**src/rtl/mcu_spi_select_if.sv**
```systemverilog
// SPI signal bundle between the MCU links and the core's single mcu_* port.
// master: the side driving the MCU pins and the core return path (board / bench).
// slave:  the channel selector itself.
interface mcu_spi_select_if #(
    parameter int CHANNELS = 2
);
    logic [CHANNELS-1:0] mcu_sclk_in;
    logic [CHANNELS-1:0] mcu_csn_in;
    logic [CHANNELS-1:0] mcu_mosi_in;
    logic [CHANNELS-1:0] mcu_miso_out;
    logic [CHANNELS-1:0] mcu_intn_out;
    logic                core_sclk;
    logic                core_csn;
    logic                core_mosi;
    logic                core_miso;
    logic                core_intn;

    modport master (
        output mcu_sclk_in, mcu_csn_in, mcu_mosi_in, core_miso, core_intn,
        input  mcu_miso_out, mcu_intn_out, core_sclk, core_csn, core_mosi
    );

    modport slave (
        input  mcu_sclk_in, mcu_csn_in, mcu_mosi_in, core_miso, core_intn,
        output mcu_miso_out, mcu_intn_out, core_sclk, core_csn, core_mosi
    );
endinterface

```
**src/rtl/mcu_spi_select.sv**
```systemverilog
// Automatic, glitch-free selection of one of several MCU SPI links onto the
// core's single MCU SPI port, driven by chip-select activity.
// A link is locked on its synchronised csn falling, kept while it is active,
// and released only after its csn has stayed high for HOLDOFF cycles.
// Optional macro MCU_SPI_SEL_STICKY_EN: the first link locked after reset is
// kept until the next reset (holdoff expiry never returns to IDLE).
module mcu_spi_select #(
    parameter int CHANNELS    = 2,
    parameter int SYNC_STAGES = 2,
    parameter int HOLDOFF     = 64,
    localparam int SEL_W      = (CHANNELS > 1) ? $clog2(CHANNELS) : 1,
    localparam int CNT_W      = $clog2(HOLDOFF)
) (
    input  logic              clk32,
    input  logic              reset,
    mcu_spi_select_if.slave   bus,
    output logic [SEL_W-1:0]  sel,
    output logic              locked,
    output logic [7:0]        collisions
);

    typedef enum logic [1:0] {
        IDLE    = 2'd0,
        LOCKED  = 2'd1,
        RELEASE = 2'd2
    } state_t;

    localparam logic [CNT_W-1:0] HOLD_LAST = CNT_W'(HOLDOFF - 1);

    state_t              state, state_nx;
    logic [CHANNELS-1:0] sync_q [SYNC_STAGES];
    logic [CHANNELS-1:0] cs_s;
    logic [CHANNELS-1:0] cs_d;
    logic [SEL_W-1:0]    sel_nx;
    logic [CNT_W-1:0]    cnt, cnt_nx;
    logic [7:0]          coll_nx;
    logic [3:0]          falls;
    logic                routed;

    // Add k rejected accesses to the count, clamping at 255.
    function automatic logic [7:0] sat_add(input logic [7:0] base, input logic [3:0] k);
        logic [8:0] sum;
        sum = {1'b0, base} + {5'd0, k};
        return sum[8] ? 8'hFF : sum[7:0];
    endfunction

    assign cs_s = sync_q[SYNC_STAGES-1];

    // csn synchronisers plus the delayed copy for falling-edge detection; idle level is high.
    always_ff @(posedge clk32 or posedge reset) begin
        if (reset) begin
            for (int s = 0; s < SYNC_STAGES; s++) sync_q[s] <= '1;
            cs_d <= '1;
        end else begin
            sync_q[0] <= bus.mcu_csn_in;
            for (int s = 1; s < SYNC_STAGES; s++) sync_q[s] <= sync_q[s-1];
            cs_d <= cs_s;
        end
    end

    // State register with the selection, holdoff counter and collision counter.
    always_ff @(posedge clk32 or posedge reset) begin
        if (reset) begin
            state      <= IDLE;
            sel        <= '0;
            cnt        <= '0;
            collisions <= '0;
        end else begin
            state      <= state_nx;
            sel        <= sel_nx;
            cnt        <= cnt_nx;
            collisions <= coll_nx;
        end
    end

    // Next-state logic: lock the lowest active link, release after the holdoff.
    always_comb begin
        state_nx = state;
        sel_nx   = sel;
        cnt_nx   = cnt;
        case (state)
            IDLE: begin
                if (cs_s != '1) begin
                    for (int i = CHANNELS - 1; i >= 0; i--) begin
                        if (!cs_s[i]) sel_nx = SEL_W'(i);
                    end
                    state_nx = LOCKED;
                end
            end
            LOCKED: begin
                if (cs_s[sel]) begin
                    state_nx = RELEASE;
                    cnt_nx   = '0;
                end
            end
            RELEASE: begin
                if (!cs_s[sel]) begin
                    state_nx = LOCKED;
                end else if (cnt == HOLD_LAST) begin
`ifdef MCU_SPI_SEL_STICKY_EN
                    state_nx = LOCKED;
`else
                    state_nx = IDLE;
`endif
                end else begin
                    cnt_nx = cnt + 1'b1;
                end
            end
            default: state_nx = IDLE;
        endcase
    end

    // Collision accounting: synced csn falls on any non-selected link while owned.
    always_comb begin
        falls = '0;
        for (int j = 0; j < CHANNELS; j++) begin
            if ((SEL_W'(j) != sel) && cs_d[j] && !cs_s[j]) falls = falls + 4'd1;
        end
        coll_nx = (state != IDLE) ? sat_add(collisions, falls) : collisions;
    end

    // Output routing: raw pins of the selected link while owned, safe idle levels otherwise.
    always_comb begin
        routed           = (state != IDLE);
        locked           = routed;
        bus.core_csn     = 1'b1;
        bus.core_sclk    = 1'b0;
        bus.core_mosi    = 1'b1;
        bus.mcu_miso_out = '1;
        bus.mcu_intn_out = {CHANNELS{bus.core_intn}};
        if (routed) begin
            bus.core_csn          = bus.mcu_csn_in[sel];
            bus.core_sclk         = bus.mcu_sclk_in[sel];
            bus.core_mosi         = bus.mcu_mosi_in[sel];
            bus.mcu_miso_out[sel] = bus.core_miso;
            bus.mcu_intn_out      = '1;
            bus.mcu_intn_out[sel] = bus.core_intn;
        end
    end

endmodule

```
**src/flat_wrapper.sv**
```systemverilog
// flat-port wrapper written by rule: the top's interface ports become plain ports
module mcu_spi_select_flat 
#(
    parameter int CHANNELS    = 2,
    parameter int SYNC_STAGES = 2,
    parameter int HOLDOFF     = 64,
    localparam int SEL_W      = (CHANNELS > 1) ? $clog2(CHANNELS) : 1,
    localparam int CNT_W      = $clog2(HOLDOFF)
)
  (clk32, reset, sel, locked, collisions, bus_mcu_sclk_in, bus_mcu_csn_in, bus_mcu_mosi_in, bus_core_miso, bus_core_intn, bus_mcu_miso_out, bus_mcu_intn_out, bus_core_sclk, bus_core_csn, bus_core_mosi);
  mcu_spi_select_if #(.CHANNELS(CHANNELS)) bus_i ();
  input  logic clk32;
  input  logic reset;
  output logic [SEL_W-1:0] sel;
  output logic locked;
  output logic [7:0] collisions;
  input wire logic [$bits(bus_i.mcu_sclk_in)-1:0] bus_mcu_sclk_in;
  input wire logic [$bits(bus_i.mcu_csn_in)-1:0] bus_mcu_csn_in;
  input wire logic [$bits(bus_i.mcu_mosi_in)-1:0] bus_mcu_mosi_in;
  input wire logic [$bits(bus_i.core_miso)-1:0] bus_core_miso;
  input wire logic [$bits(bus_i.core_intn)-1:0] bus_core_intn;
  output wire logic [$bits(bus_i.mcu_miso_out)-1:0] bus_mcu_miso_out;
  output wire logic [$bits(bus_i.mcu_intn_out)-1:0] bus_mcu_intn_out;
  output wire logic [$bits(bus_i.core_sclk)-1:0] bus_core_sclk;
  output wire logic [$bits(bus_i.core_csn)-1:0] bus_core_csn;
  output wire logic [$bits(bus_i.core_mosi)-1:0] bus_core_mosi;
  assign bus_i.mcu_sclk_in = bus_mcu_sclk_in;
  assign bus_i.mcu_csn_in = bus_mcu_csn_in;
  assign bus_i.mcu_mosi_in = bus_mcu_mosi_in;
  assign bus_i.core_miso = bus_core_miso;
  assign bus_i.core_intn = bus_core_intn;
  assign bus_mcu_miso_out = bus_i.mcu_miso_out;
  assign bus_mcu_intn_out = bus_i.mcu_intn_out;
  assign bus_core_sclk = bus_i.core_sclk;
  assign bus_core_csn = bus_i.core_csn;
  assign bus_core_mosi = bus_i.core_mosi;
  mcu_spi_select #(.CHANNELS(CHANNELS), .SYNC_STAGES(SYNC_STAGES), .HOLDOFF(HOLDOFF)) u_core (.clk32(clk32), .reset(reset), .bus(bus_i), .sel(sel), .locked(locked), .collisions(collisions));
endmodule
```
**config.mk**
```make
export PLATFORM = sky130hd
export DESIGN_NAME = mcu_spi_select_flat
export DESIGN_NICKNAME = d
export VERILOG_FILES = /design/src/rtl/mcu_spi_select_if.sv /design/src/rtl/mcu_spi_select.sv /design/src/flat_wrapper.sv
export SDC_FILE = /design/constraint.sdc
export NUM_CORES = 1
export LEC_CHECK = 0
export CORE_MARGIN = 1.5
export CORE_UTILIZATION = 46
export DETAILED_ROUTE_END_ITERATION = 7
export GPL_ROUTABILITY_DRIVEN = 0
export GPL_TIMING_DRIVEN = 0
export PLACE_DENSITY = 0.73
export SLEW_MARGIN = 20
export SYNTH_ARGS = -nofsm -noshare
export SYNTH_HDL_FRONTEND = slang
export SYNTH_SLANG_ARGS = --single-unit
export TNS_END_PERCENT = 100
```
**constraint.sdc**
```tcl
create_clock -name clk32 -period 7.01 [get_ports clk32]
set_input_delay 1.402 -clock clk32 [delete_from_list [all_inputs] [get_ports clk32]]
set_output_delay 1.402 -clock clk32 [all_outputs]
set_load 0.1 [all_outputs]
```
==> impl_metrics.yaml <==
outcome:
  status: "complete, no violations"
layout:
  drive_above_1_share: 0.1321
  layout_commonest_cell: "clkdlybuf4s50_1"
  diodes: 0
  fillers: 244
  multi_input_area_sq_um: 653.1
  register_area_sq_um: 583.1
  layout_common_cells: "26 x clkdlybuf4s50_1, 17 x dfrtp_1, 14 x nand2_1"
  areaGrowthSynthToFinish_pct: 25.12
  finalNetCount: 175
cts:
  clock_latency_ns: 0.30
  post_cts_buffers: 0
  cts_tree: "done"
  ctsHoldBuffers: 0
  clk_path_buf_depth: 2
  cts_inserted_buffers: 3
  cts_root_buf: "clkbuf_4"
  htree_levels: 1
  ctsResizeCount: 0
  cts.sink_count: 23
  path_clk_slew_ns: 0.12
sta:
  fin_crit_ns: 4.571
  tightest_slew_ns: 0.9749
  drv_slew: 0
  fin_crit_sh: 0.6520
  achievable-frequency_mhz: 218.8
  hold_viol: 0
  fin_hold_ws_ns: 0.3645
  fin_setup_tns_ns: 0
  rsz0062_at_grt: "false"
  skew_ns: 0.004649
  slew_headroom: 0.3480
  worst_slack_ns: 2.439
  finalSetupViolCount: 0
detailed_routing:
  num_vias: 1076
  drc: 0
  wire_per_inst_microns: 14.14
  routed_wirelength_microns: 2687
  ant_nets: 0
  vias_per_cell: 5.663
  firstDrtPassIters: 4
  drtIter0Drc: 31
power:
  power_density_nw_per_um2: 458.5
  ir_drop_mv: 0.3367
  combPwrFrac: 0.664
  clockPowerShare: 0.080
  power.leakage_nw: 0.7038
  power.internal_w: 0.0003069
  p_switching_w: 0.0004360
  p_seq_frac: 0.256
  p_sw_frac: 0.5869
grt:
  grt_max_degree: 24
  first_global_vias: 1062
  gr-total-overflow: 0
  antenna_found_initial: 0
  grt_usage: 0.1877
  grt_first_pass_wirelength_microns: 4740
floorplan:
  ios: 27
  rows: 19
  fp.dieW_microns: 56.06
  die_y_microns: 56.06
  die_area_sq_um: 3143
  initial_core_util: 0.4778
  core_sq_um: 2710
synthesis:
  synth_ff_type: "dfrtp_1"
  yosysUniqueCellTypes: 49
  synthArstFlopShare: 1.000
  yosysSeqAreaShare: 0.4502
  syn-mean-instance-area_sq_um: 10.04
  synth_nets: 144
  syn_area_sq_um: 1295
  synth_seq_cells: 23
  synth_edf_count: 0
  postSynthCellCount: 129
  yosysWarningCount: 0
setup_path:
  crit_top_cell: "clkdlybuf4s50_1"
  cp-start-kind: "input pin"
  cpPeakStageDelay_ns: 1.13
  critPathRequiredTime_ns: 5.61
  reg2reg_depth: 9
  worstPathCellList: "clkdlybuf4s50_1 -> mux2i_1 -> nand2_1 -> clkdlybuf4s50_1"
  cp_top_family: "buffers and inverters"
  rr_startpoint: "u_core.sel"
  crit_path_top_delay_cell: "clkdlybuf4s50_1"
  reg2reg_slack_ns: 4.40
  r2r_end: "u_core.collisions[6]"
  cp_num_buf_inv: 2
  worstPathArrival_ns: 3.17
  crit_fanout: 2
  worst-setup-path-type: "input pin to output pin"
  end_kind: "output pin"
hold_path:
  hold_depth: 0
  min_path_type: "flop to flop"
  hp-start: "u_core.sync_q[3]"
  min_to: "u_core.cs_s[1]"
place:
  dp_slack_ns: 2.434
  port_buffers: 26
  dp_hpwl_microns: 2008
run:
  maxCapViolCount: 0
worst reg2reg max path, cell delays in order, from the launching register on:
cell,delay (ns)
dfrtp_1,0.42
buf_1,0.40
nor3b_1,0.12
ha_1,0.30
ha_1,0.15
inv_1,0.06
fa_1,0.36
o21ba_2,0.32
nand4_1,0.12
mux2_2,0.28
cell usage after synthesis, drive strengths merged, types with 2 or more instances:
master    n  share of area
nand2    14          0.041
buf       4          0.019
a2111oi   2          0.014
a211o     4          0.029
inv       9          0.026
and3      2          0.014
dfstp     6           0.12
mux2i     7          0.054
o31ai     3          0.017
ha        4          0.039
or3       3          0.014
and2      5          0.024
nor4      2         0.0097
nor2      7          0.022
o21ai     7          0.027
nand4     2         0.0097
dfrtp    17           0.33
nand3     5          0.019
mux2      2          0.017
a21oi     3          0.012
per-layer routing:
metal	global-route usage	share of wire
met1	0.2462	0.47
met2	0.3160	0.49
met3	0.03256	0.024
met4	0.05782	0.0074
met5	0	0
worst max path at each step:
stage	cells past startpoint	slack, ns	end	start
6_report	4	2.44	bus_core_csn	bus_mcu_csn_in[0]
5_1_grt	4	2.41	bus_core_csn	bus_mcu_csn_in[0]
4_1_cts	4	2.43	bus_core_csn	bus_mcu_csn_in[0]
3_5_place_dp	4	2.43	bus_core_csn	bus_mcu_csn_in[0]
3_3_place_gp	4	2.44	bus_core_csn	bus_mcu_csn_in[0]
2_1_floorplan	2	2.89	bus_core_sclk	bus_mcu_sclk_in[1]
through the flow:
| stage | instances | utilization | total power, W | instance area (sq um) |
|---|---|---|---|---|
| finish | 190 | 0.5979 | 0.0007428 | 1620 |
| global route | 190 | 0.5979 | 0.0007830 | 1620 |
| CTS | 190 | 0.5979 | 0.0007503 | 1620 |
| detailed placement | 186 | 0.5882 | 0.0006867 | 1594 |
| global placement | 186 | 0.5882 | 0.0006781 | 1594 |
| floorplan | 129 | - | 0.0005728 | 1295 |
cell families (layout without fill, tap and decap cells):
logic type               after synthesis  after routing  share of synthesized area
multiplexers                           9              9                    0.07150
AND/OR/NAND/NOR                       46             46                     0.1875
XOR/XNOR                               1              1                   0.006765
AO/OA/AOI/OAI                         32             32                     0.1846
adder cells (fa/ha/maj)                5              5                    0.05411
flip-flops                            23             23                     0.4502
buffers and inverters                 13             43                    0.04541
sequential cells by signal (all words and copies together) (netlist names):
name,flops
u_core.state,2
u_core.collisions,8
u_core.cs_s,2
u_core.cnt,6
u_core.sel,1
u_core.cs_d,2
u_core.sync_q,2
area by class of cell:
| class | instances | share of cell area |
|---|---|---|
| buffer | 4 | 0.01544 |
| sequential | 23 | 0.3598 |
| tap | 31 | 0.02394 |
| multi-input combinational | 93 | 0.4031 |
| inverter | 9 | 0.02085 |
| timing repair buffer | 26 | 0.1606 |
| clock buffer | 4 | 0.01622 |
power by group through the flow:
stage	clock, W	combinational [W]	sequential (W)
floorplan	0	0.000275	0.000297
global placement	0	0.000487	0.000191
detailed placement	0	0.000494	0.000193
CTS	0.0000633	0.000496	0.000191
global route	0.0000702	0.000516	0.000196
finish	0.0000594	0.000493	0.000190
No activity file was read; power rests on OpenSTA's default activity.
